===== src/rtl/mc_ctrl_fsm.sv =====
// Multi-cycle main control FSM for the MIPS-subset datapath.
// Walks fetch/decode/execute/memory/writeback over several clocks, stalls on
// the memory ready handshake, traps on unknown opcodes and counts retirements.
// Moore controls are registered alongside the state (decoded from the next
// state), so they line up with state and fall to zero the moment rst_n drops.
// Only the handshake-qualified enables (ir_write, fetch/branch pc_en) are
// combined combinationally with mem_ready / zero.

module mc_ctrl_fsm #(
    parameter int CNT_W           = 16,
    parameter bit TRAP_ON_ILLEGAL = 1'b1
) (
    input  logic             clk,
    input  logic             rst_n,
    input  logic [31:0]      instr,
    input  logic             zero,
    input  logic             mem_ready,
    output logic             mem_read,
    output logic             mem_write,
    output logic             iord,
    output logic             ir_write,
    output logic             pc_en,
    output logic [1:0]       pc_source,
    output logic             alu_src_a,
    output logic [1:0]       alu_src_b,
    output logic [1:0]       aluop,
    output logic             reg_dst,
    output logic             mem_to_reg,
    output logic             reg_write,
    output logic             illegal,
    output logic [3:0]       state,
    output logic [CNT_W-1:0] instr_count
);

    typedef enum logic [3:0] {
        st_idle   = 4'd0,
        st_fetch  = 4'd1,
        st_decode = 4'd2,
        st_memadr = 4'd3,
        st_memrd  = 4'd4,
        st_memwb  = 4'd5,
        st_memwr  = 4'd6,
        st_exec   = 4'd7,
        st_rtwb   = 4'd8,
        st_branch = 4'd9,
        st_jump   = 4'd10,
        st_trap   = 4'd11
    } state_t;

    localparam logic [5:0] OP_RTYPE = 6'd0;
    localparam logic [5:0] OP_J     = 6'd2;
    localparam logic [5:0] OP_BEQ   = 6'd4;
    localparam logic [5:0] OP_LW    = 6'd35;
    localparam logic [5:0] OP_SW    = 6'd43;

    // Pure Moore controls; pc_en_jmp covers the unconditional JUMP PC write.
    typedef struct packed {
        logic       mem_read;
        logic       mem_write;
        logic       iord;
        logic       pc_en_jmp;
        logic [1:0] pc_source;
        logic       alu_src_a;
        logic [1:0] alu_src_b;
        logic [1:0] aluop;
        logic       reg_dst;
        logic       mem_to_reg;
        logic       reg_write;
    } ctl_t;

    state_t     state_r;
    state_t     next_state_s;
    ctl_t       ctl_r;
    logic [5:0] opcode_q;
    logic       illegal_r;
    logic       retire_s;
    logic [CNT_W-1:0] count_r;
    logic       unused_s;

    function automatic ctl_t moore_decode(input state_t s);
        ctl_t c;
        c = '0;
        case (s)
            st_fetch: begin
                c.mem_read  = 1'b1;
                c.alu_src_b = 2'b01;
            end
            st_decode: c.alu_src_b = 2'b11;
            st_memadr: begin
                c.alu_src_a = 1'b1;
                c.alu_src_b = 2'b10;
            end
            st_memrd: begin
                c.mem_read = 1'b1;
                c.iord     = 1'b1;
            end
            st_memwb: begin
                c.reg_write  = 1'b1;
                c.mem_to_reg = 1'b1;
            end
            st_memwr: begin
                c.mem_write = 1'b1;
                c.iord      = 1'b1;
            end
            st_exec: begin
                c.alu_src_a = 1'b1;
                c.aluop     = 2'b10;
            end
            st_rtwb: begin
                c.reg_write = 1'b1;
                c.reg_dst   = 1'b1;
            end
            st_branch: begin
                c.alu_src_a = 1'b1;
                c.aluop     = 2'b01;
                c.pc_source = 2'b01;
            end
            st_jump: begin
                c.pc_source = 2'b10;
                c.pc_en_jmp = 1'b1;
            end
            default: c = '0;
        endcase
        return c;
    endfunction

    // Next-state selection and retirement strobe.
    always_comb begin
        next_state_s = state_r;
        retire_s     = 1'b0;
        case (state_r)
            st_idle: next_state_s = st_fetch;
            st_fetch: begin
                if (mem_ready) begin
                    next_state_s = st_decode;
                end else begin
                    next_state_s = st_fetch;
                end
            end
            st_decode: begin
                case (instr[31:26])
                    OP_LW, OP_SW: next_state_s = st_memadr;
                    OP_RTYPE:     next_state_s = st_exec;
                    OP_BEQ:       next_state_s = st_branch;
                    OP_J:         next_state_s = st_jump;
                    default: begin
                        if (TRAP_ON_ILLEGAL) begin
                            next_state_s = st_trap;
                        end else begin
                            next_state_s = st_fetch;
                            retire_s     = 1'b1;
                        end
                    end
                endcase
            end
            st_memadr: begin
                if (opcode_q == OP_LW) begin
                    next_state_s = st_memrd;
                end else begin
                    next_state_s = st_memwr;
                end
            end
            st_memrd: begin
                if (mem_ready) begin
                    next_state_s = st_memwb;
                end else begin
                    next_state_s = st_memrd;
                end
            end
            st_memwr: begin
                if (mem_ready) begin
                    next_state_s = st_fetch;
                    retire_s     = 1'b1;
                end else begin
                    next_state_s = st_memwr;
                end
            end
            st_exec: next_state_s = st_rtwb;
            st_memwb, st_rtwb, st_branch, st_jump: begin
                next_state_s = st_fetch;
                retire_s     = 1'b1;
            end
            st_trap: next_state_s = st_trap;
            default: next_state_s = st_idle;
        endcase
    end

    // State, registered Moore controls, latched opcode, sticky trap flag, retire counter.
    always_ff @(posedge clk or negedge rst_n) begin
        if (!rst_n) begin
            state_r   <= st_idle;
            ctl_r     <= '0;
            opcode_q  <= 6'd0;
            illegal_r <= 1'b0;
            count_r   <= '0;
        end else begin
            state_r   <= next_state_s;
            ctl_r     <= moore_decode(next_state_s);
            illegal_r <= illegal_r | (next_state_s == st_trap);
            if (state_r == st_decode) begin
                opcode_q <= instr[31:26];
            end
            if (retire_s) begin
                count_r <= count_r + {{(CNT_W-1){1'b0}}, 1'b1};
            end
        end
    end

    // Only the opcode field steers control; the rest of the word is the datapath's.
    assign unused_s = ^instr[25:0];

    assign mem_read    = ctl_r.mem_read;
    assign mem_write   = ctl_r.mem_write;
    assign iord        = ctl_r.iord;
    assign ir_write    = (state_r == st_fetch) & mem_ready;
    assign pc_en       = ctl_r.pc_en_jmp
                       | ((state_r == st_fetch) & mem_ready)
                       | ((state_r == st_branch) & zero);
    assign pc_source   = ctl_r.pc_source;
    assign alu_src_a   = ctl_r.alu_src_a;
    assign alu_src_b   = ctl_r.alu_src_b;
    assign aluop       = ctl_r.aluop;
    assign reg_dst     = ctl_r.reg_dst;
    assign mem_to_reg  = ctl_r.mem_to_reg;
    assign reg_write   = ctl_r.reg_write;
    assign illegal     = illegal_r;
    assign state       = state_r;
    assign instr_count = count_r;

endmodule


===== config.mk =====
export PLATFORM = sky130hd
export DESIGN_NAME = mc_ctrl_fsm
export DESIGN_NICKNAME = d
export VERILOG_FILES = /design/src/rtl/mc_ctrl_fsm.sv
export SDC_FILE = /design/constraint.sdc
export NUM_CORES = 1
export LEC_CHECK = 0
export BUFFER_PORTS_ARGS = -buffer_cell sky130_fd_sc_hd__buf_2
export CAP_MARGIN = 20
export CORE_UTILIZATION = 53
export DETAILED_ROUTE_END_ITERATION = 7
export GPL_TIMING_DRIVEN = 1
export PLACE_DENSITY = 0.85
export RECOVER_POWER = 25
export SETUP_SLACK_MARGIN = 0.1
export SYNTH_ARGS = -nofsm -noshare
export SYNTH_HDL_FRONTEND = slang
export SYNTH_SLANG_ARGS = --single-unit

===== constraint.sdc =====
create_clock -name clk -period 2.7 [get_ports clk]
set_input_delay 0 -clock clk [delete_from_list [all_inputs] [get_ports clk]]
set_output_delay 0 -clock clk [all_outputs]
set_load 0.01 [all_outputs]

**Word-level counts from Yosys, hierarchy flattened**

Cells that the tools add are included.

- Flip-flop bits (word level): 41
- Input port bits: 36
- Output and inout bits: 36

- Add/subtract/negate cells: 1
- Equality and inequality tests: 27
- Multiplexer cells: 19
- Bitwise gates (word level): 5
- Reductions and logical operators: 9

Operators with widths:

| kind | count |
|---|---|
| 4-bit by 3-bit == test with 1-bit output (second input constant) | 8 |
| 4-bit == test (second input constant) | 8 |
| 4-bit one-hot mux with 8 select lines | 1 |
| 6-bit == test (second input constant) | 3 |
| 16-bit by 1-bit adder with 16-bit output (second input constant) | 1 |
| 4-bit by 2-bit == test with 1-bit output (second input constant) | 4 |
| 4-bit one-hot mux with 4 select lines | 1 |
| 1-bit two-way mux | 10 |
| 4-bit by 1-bit == test with 1-bit output (second input constant) | 2 |
| 2-bit one-hot mux with 2 select lines | 2 |
| 2-bit OR reduction | 4 |
| 6-bit by 2-bit == test with 1-bit output (second input constant) | 1 |
| 6-bit by 3-bit == test with 1-bit output (second input constant) | 1 |
| 6-bit zero test | 1 |
| 2-bit one-hot mux with 3 select lines | 1 |
| 5-bit OR reduction | 1 |
| 4-bit zero test | 1 |
| 2-bit two-way mux | 2 |
| 4-bit OR reduction | 1 |
| 3-bit two-way mux | 1 |
| 1-bit bitwise OR | 3 |
| 3-bit OR reduction | 1 |
| 1-bit bitwise AND | 2 |
| 1-bit one-hot mux with 2 select lines | 1 |

**Logic depth before layout (Yosys ltp)**

Gate-level depths: netlist (run 1).

- Depth after elaboration: 7
- Depth in mapped cells: 7
- Gate-level depth less buffers: 5

**Worst setup path before layout (run 1)**

OpenSTA, ideal clock, no wires.

- Path type: register to register
- From: register state_r[2] (netlist: state[2])
- To: register ctl_r, in the netlist alu_src_a
- Library setup time: 0.140 ns
- Arrival: 1.676 ns
- Required time: 2.560 ns
- Path slack: 0.884 ns
- Stages on the path, launching flop included: 8
- Clock period less this slack: 1.816 ns
- Cell sequence: dfrtp_1 buf_6 or2_2 nor3_1 or4_4 buf_6 xnor2_1 nor2_1

- Longest elaborated chain between the ends: 6

RTL lines:

| what | line | source |
|---|---|---|
| start, declared | 71 | `state_t state_r;` |
| start signal, assigned | 191 | `state_r <= st_idle;` |
| start signal, assigned | 197 | `state_r <= next_state_s;` |
| 4-bit == test (tied with other cells) | 131 | `case (state_r)` |
| 5-bit OR reduction (no line) | - |  |
| 4-bit one-hot mux with 8 select lines * | 131 |  |
| net next_state_s[1] | 72 | `state_t next_state_s;` |
| 4-bit == test (tied with other cells) | 83 | `case (s)` |
| 3-bit OR reduction (no line) * | - |  |
| 1-bit two-way mux * | 83 |  |
| end signal, assigned | 198 | `ctl_r <= moore_decode(next_state_s);` |
| end, declared | 73 | `ctl_t ctl_r;` |

The timed path passes the listed nets; every way through them passes the cells marked *.
A chain may end at the register's enable or synchronous reset.

**Final worst setup path (run 1)**

- From: register state_r[3] (netlist: state[3])
- To: register ctl_r, in the netlist mem_read

- Longest elaborated chain between the ends: 6

RTL lines:

| what | line |
|---|---|
| 4-bit == test (tied with other cells) | 131 |
| 5-bit OR reduction (no line) | - |
| 4-bit one-hot mux with 8 select lines * | 131 |
| 4-bit by 3-bit == test with 1-bit output / 4-bit by 1-bit == test with 1-bit output (equally long branches) | 83 |
| 2-bit OR reduction (no line) * | - |
| 1-bit two-way mux * | 83 |

Every way passes the cells marked *; elsewhere a longest branch is shown, timed or not.

==> flow_summary.json, run 1 <==
{
  "ys_warn_count": 0,
  "cap_violations": 1,
  "syn_inst": 164,
  "drt-vias-per-instance": 5.213,
  "place.gp.congestion": 0.8360,
  "synth_area_leaders": "dfrtp_1, xnor2_1, mux2_2",
  "wire_per_inst_um": 12.95,
  "cts_resized": 0,
  "grt_usage": 0.1956,
  "cp-end-kind": "register",
  "worst_clock_skew_ns": 0.002625,
  "rrSetupSlack_ns": 0.60,
  "crit_path_start_kind": "register",
  "ys_ff_latch": 41,
  "antenna_found_initial": 0,
  "post_synth_instance_area_um2": 1948,
  "die_h_um": 62.63,
  "cts_htree_levels": 2,
  "drtPass1Iterations": 5,
  "grt_pass1_vias": 1234,
  "clockBufferDepth": 2,
  "cts_tree": "yes",
  "cp_cell_sequence": "or2_2 > nor3_1 > or4_4 > or2_1 > o22ai_2",
  "drive_above_1_share": 0.2594,
  "ys.flop_type": "dfrtp_1",
  "clkLatencyLatePin_ns": 0.34,
  "grt_overflow": 0,
  "path_buf_inv": 0,
  "arrival_ns": 2.37,
  "gr-usage-met3": 0.06204,
  "yosys.area.top_type": "dfrtp_1",
  "slew_headroom": -0.3794,
  "tightestPinTransition_ns": 2.069,
  "cp_top_family": "simple AND/OR/NAND/NOR gates",
  "hold_viol_final": 0,
  "route.detailed.drc": 0,
  "hpwl_um": 2325,
  "outcome": "finished, violations left",
  "ioPinCount": 72,
  "clock_sinks": 41,
  "hold_path_class": "input pin to output pin",
  "vias": 1345,
  "routed_wl_um": 3342,
  "grt_max_degree": 42,
  "seq_area_frac_synth": 0.5267,
  "largest_reg_flops": 16,
  "ir_worst_vdd_mv": 0.5006,
  "drtIter0Drc": 81,
  "clkTransAtPathRegs_ns": 0.11,
  "cts-buffers-inserted": 5,
  "busiest_layer": "met2",
  "start_util": 0.5703,
  "grtUsageMet2": 0.3030,
  "num_rows": 21,
  "synthArstFlopShare": 1.000,
  "drv_slew": 42,
  "path_class": "register to register",
  "synth.distinct_cells": 47,
  "setup_tns_ns": 0,
  "clock.fmax_mhz": 476.6,
  "core_um2": 3416,
  "synth_edf_count": 0,
  "p_leak_nw": 1.056,
  "cp.required_ns": 2.97,
  "power_density_nw_per_um2": 949.6,
  "post-route-period-util": 0.7771,
  "rsz0062_at_grt": "no",
  "final_cell_mix": "dfrtp_1, buf_2, clkbuf_1, nor2_1, nand2_1",
  "root_buffer": "clkbuf_4",
  "avgSynthCellArea_um2": 11.88,
  "drtAntennaViolNets": 0,
  "slowest_stage": "dfrtp_1",
  "max_stage_delay_ns": 0.67,
  "fin_nets": 249,
  "die-area_um2": 3922,
  "finalSetupViolations": 0,
  "synth_nets": 201,
  "area_growth_pct": 16.06,
  "synth_top_area_share": 0.5267,
  "fin_crit_ns": 2.098,
  "use_met1": 0.2494,
  "die_w_um": 62.63,
  "p_total_mw": 2.147,
  "grt_pass1_wl_um": 5816,
  "final_common_cell": "dfrtp_1",
  "diodes": 0,
  "violations": "capacitance limit, slew limit",
  "path_max_fanout": 14,
  "portBuffers": 45
}
-- what timing repair did --
item | in CTS | in global routing
setup buffers | 0 | 0
hold endpoints to repair | 48 | 0
hold buffers | 8 | 0
-- power breakdown --
group          leakage [nW]  switching [mW]  internal (mW)  total [mW]
sequential            0.530           0.180          0.784       0.964
combinational         0.485           0.420          0.387       0.807
clock                0.0410           0.188          0.189       0.376
total                  1.06           0.788           1.36        2.15
-- tightest hold or removal path, delay by kind of cell --
| family | cells | cell delay (ns) |
|---|---|---|
| buf+inv | 2 | 0.22 |
| mux | 1 | 0.12 |
| compound gates | 1 | 0.08 |
-- layer usage --
layer,wire [um],part of all wire,up-vias
met1,1546,0.46,646
met2,1570,0.47,39
met5,0,0,-
met3,173,0.052,7
met4,52,0.016,0
li1,-,-,653
-- Yosys cell counts, types with 3 or more instances --
cell type and number:
buf_4 7, nor2b_1 4, dfrtp_1 41, a21oi_1 3, nand4_1 5, and3_1 4
or2_2 3, nand2_1 11, xnor2_1 10, nor2_1 11, inv_1 7, mux2_2 7
buf_6 3, nor3_1 4, xor2_1 6
-- final cells by class --
| type | instances | area [um2] |
|---|---|---|
| Tap cell | 46 | 57.56 |
| Inverter | 8 | 30.03 |
| Sequential cell | 41 | 1026 |
| Clock buffer | 5 | 37.54 |
| Timing Repair Buffer | 53 | 279.0 |
| Multi-Input combinational cell | 103 | 795.8 |
| Clock inverter | 2 | 35.03 |
| Fill cell | 279 | 1155 |
-- cell families after synthesis --
kind of cell	after synthesis	share of synthesized area
buffers and inverters	20	0.06487
flip-flops	41	0.5267
XOR/XNOR	17	0.08028
AND/OR/NAND/NOR	63	0.2087
adder cells (fa/ha/maj)	1	0.006422
multiplexers	8	0.04560
AO/OA/AOI/OAI	14	0.06744
-- final timing paths --
path | startpoint | endpoint | depth (start not counted)
min in group asynchronous | rst_n | opcode_q[2]$_DFFE_PN0P_ | 2
max in group asynchronous | rst_n | instr_count[0]$_DFFE_PN0P_ | 2
min | zero | pc_en | 4
max | state[3]$_DFF_PN0_ | mem_read$_DFF_PN0_ | 5
min reg2reg | illegal$_DFF_PN0_ | illegal$_DFF_PN0_ | 1
max reg2reg | state[3]$_DFF_PN0_ | mem_read$_DFF_PN0_ | 5
-- per-stage QoR --
step	cells	hold slack [ns]	setup slack (ns)	util	cell area, um2
floorplan	164	-0.2956	0.8840	-	1948
global placement	243	0.1663	0.6734	0.6249	2135
detailed placement	243	0.1692	0.6280	0.6249	2135
CTS	258	0.3237	0.5974	0.6696	2287
global route	258	0.4577	0.2625	0.6619	2261
finish	258	0.4236	0.6017	0.6619	2261
No activity file was read; power rests on OpenSTA's default activity.
==> run 2: changes to the inputs <==
Settings changed: ABC_AREA set to 1, CORE_UTILIZATION 53 to 45, PLACE_DENSITY 0.85 to 0.75.
Clock period 2.7 ns to 1.8 ns, I/O delays scaled along.
==> flow_summary.json, run 2 <==
{
  "outcome": "finished, violations left",
  "violations": "DRC",
  "ir_worst_vdd_mv": 0.8233,
  "syn_inst": 267,
  "synth_edf_count": 0,
  "path_max_fanout": 6,
  "yosys.cell_count.top_type": "nand2_1",
  "grt_pass1_wl_um": 7279,
  "synth_simple_gate_area_frac": 0.3392,
  "synth_top_family_by_area": "simple AND/OR/NAND/NOR gates",
  "grt_overflow": 0,
  "final_common_cell": "nand2_1",
  "min_from": "instr[28]",
  "ys_ff_latch": 41,
  "clock.fmax_mhz": 660.5,
  "drtAntennaViolNets": 0,
  "drtIter0Drc": 107,
  "final_cell_mix": "nand2_1, buf_2, dfrtp_1, nor2_1, inv_1",
  "num_rows": 24,
  "synth.distinct_cells": 26,
  "hpwl_um": 3128,
  "die_w_um": 71.08,
  "seq_area_frac_synth": 0.4779,
  "drv_slew": 0,
  "grt_pass1_vias": 1734,
  "synthAdderAreaFrac": 0.005828,
  "swShare": 0.4105,
  "clkTransAtPathRegs_ns": 0.08,
  "rr_startpoint": "state[0]$_DFF_PN0_",
  "fin_crit_ns": 1.514,
  "hold_path_end": "opcode_q[2]$_DFFE_PN0P_",
  "hold_depth": 3,
  "tightestPinTransition_ns": 0.9628,
  "p_sw_mw": 1.591,
  "synth_nets": 304,
  "cts-buffers-inserted": 5,
  "netlist_top_cells_count": "nand2_1, dfrtp_1, nor2_1",
  "synth_area_leaders": "dfrtp_1, nand2_1, nor2_1",
  "synthArstFlopShare": 1.000,
  "wire_per_inst_um": 11.26,
  "clkLatencyLatePin_ns": 0.29,
  "clockBufferDepth": 2,
  "synth_top_area_share": 0.4779,
  "post-route-period-util": 0.8411,
  "ioPinCount": 72,
  "r2r-end": "instr_count[5]$_DFFE_PN0P_",
  "place.gp.congestion": 0.9358,
  "avgSynthCellArea_um2": 8.041,
  "synth_compound_area_frac": 0.04021,
  "crit_path_start_kind": "register",
  "final_cells": 375,
  "grt_max_degree": 42,
  "slew_headroom": 0.3581,
  "die_h_um": 71.08,
  "vias": 1832,
  "setup_tns_ns": 0,
  "route.detailed.drc": 3,
  "ys.flop_type": "dfrtp_1",
  "holdWs_ns": 0.02972,
  "synth-xor-area-share": 0.04487,
  "worst_clock_skew_ns": 0.009396,
  "drtPass1Iterations": 7,
  "rrSetupSlack_ns": 0.30,
  "start_util": 0.4799,
  "p_seq_frac": 0.362,
  "fin_nets": 359,
  "ff2ff_path_depth": 8,
  "area_growth_pct": 20.86,
  "drive_above_1_share": 0.2539,
  "cts_htree_levels": 2,
  "muxShareOfSynthArea": 0,
  "clkPwrFrac": 0.195,
  "p_leak_nw": 1.416,
  "hold_path_class": "input pin to register",
  "arrival_ns": 1.51,
  "pwr-share-comb": 0.444,
  "cp-end-kind": "output pin",
  "cts_tree": "yes",
  "ys_warn_count": 0,
  "root_buffer": "clkbuf_8",
  "cap_violations": 0,
  "post_synth_instance_area_um2": 2147,
  "yosys.area.top_type": "dfrtp_1",
  "path_class": "register to output pin",
  "die-area_um2": 5052,
  "power_density_nw_per_um2": 1494,
  "finalSetupViolations": 0,
  "grt_usage": 0.1852,
  "core_um2": 4474,
  "dpl_cell_area_um2": 2389,
  "place_ws_ns": 0.2548,
  "cp.required_ns": 1.80,
  "drt-vias-per-instance": 4.885,
  "diodes": 0,
  "setup_ws_ns": 0.2860,
  "rsz0062_at_grt": "no",
  "placed_cells": 358,
  "final_area_um2": 2595,
  "routed_wl_um": 4222,
  "clock_sinks": 41,
  "portBuffers": 45,
  "largest_reg_flops": 16,
  "antenna_found_initial": 0,
  "hold_viol_final": 0,
  "internal-power_mw": 2.285,
  "crit_start": "state[2]$_DFF_PN0_"
}
run 2: final cells by class:
type | instances | area, um2
clock buffers | 7 | 86.33
clock inverters | 1 | 30.03
fillers | 391 | 1879
inverters | 37 | 141.4
multi-input cells | 182 | 923.4
flip-flops and latches | 41 | 1026
well taps | 52 | 65.06
repair buffers | 55 | 322.8
run 2: logic make-up after synthesis:
group	count (synthesis)
buffers and inverters	44
adder cells (fa/ha/maj)	1
AND/OR/NAND/NOR	154
flip-flops	41
XOR/XNOR	11
AO/OA/AOI/OAI	16
run 2: timing repair:
action,in CTS,in global routing
endpoints found under the setup margin,0,2
gates resized for setup,0,0
hold endpoints to repair,45,0
hold buffers,5,0
setup buffers,0,4
run 2: power by group through the flow:
stage	logic, mW	registers [mW]	clock network (mW)
floorplan	1.16	1.47	0
global placement	1.59	1.42	0
detailed placement	1.63	1.42	0
CTS	1.64	1.40	0.779
global route	1.94	1.44	0.824
finish	1.72	1.40	0.754
run 2: through the flow:
step | util | power (mW)
6_report | 0.5800 | 3.876
3_5_place_dp | 0.5338 | 3.042
4_1_cts | 0.5710 | 3.824
5_1_grt | 0.5800 | 4.209
2_1_floorplan | - | 2.621
3_3_place_gp | 0.5338 | 3.010
run 2: critical path, cell delays in order, from the launching register on:
cell	delay, ns
dfrtp_1	0.45
nor2_1	0.25
nand3_1	0.26
nand2_1	0.13
buf_2	0.13
run 2: how the worst max path moves through the flow:
stage	endpoint
finish	pc_en
global route	pc_en
CTS	instr_count[11]$_DFFE_PN0P_
detailed placement	instr_count[11]$_DFFE_PN0P_
global placement	instr_count[11]$_DFFE_PN0P_
floorplan	instr_count[11]$_DFFE_PN0P_
run 2: per-layer routing:
layer | global-route usage | wire length (um) | up-vias
li1 | - | - | 941
met1 | 0.2204 | 1907 | 841
met2 | 0.3291 | 2063 | 44
met3 | 0.04986 | 201 | 6
met4 | 0.05333 | 51 | 0
met5 | 0 | 0 | -
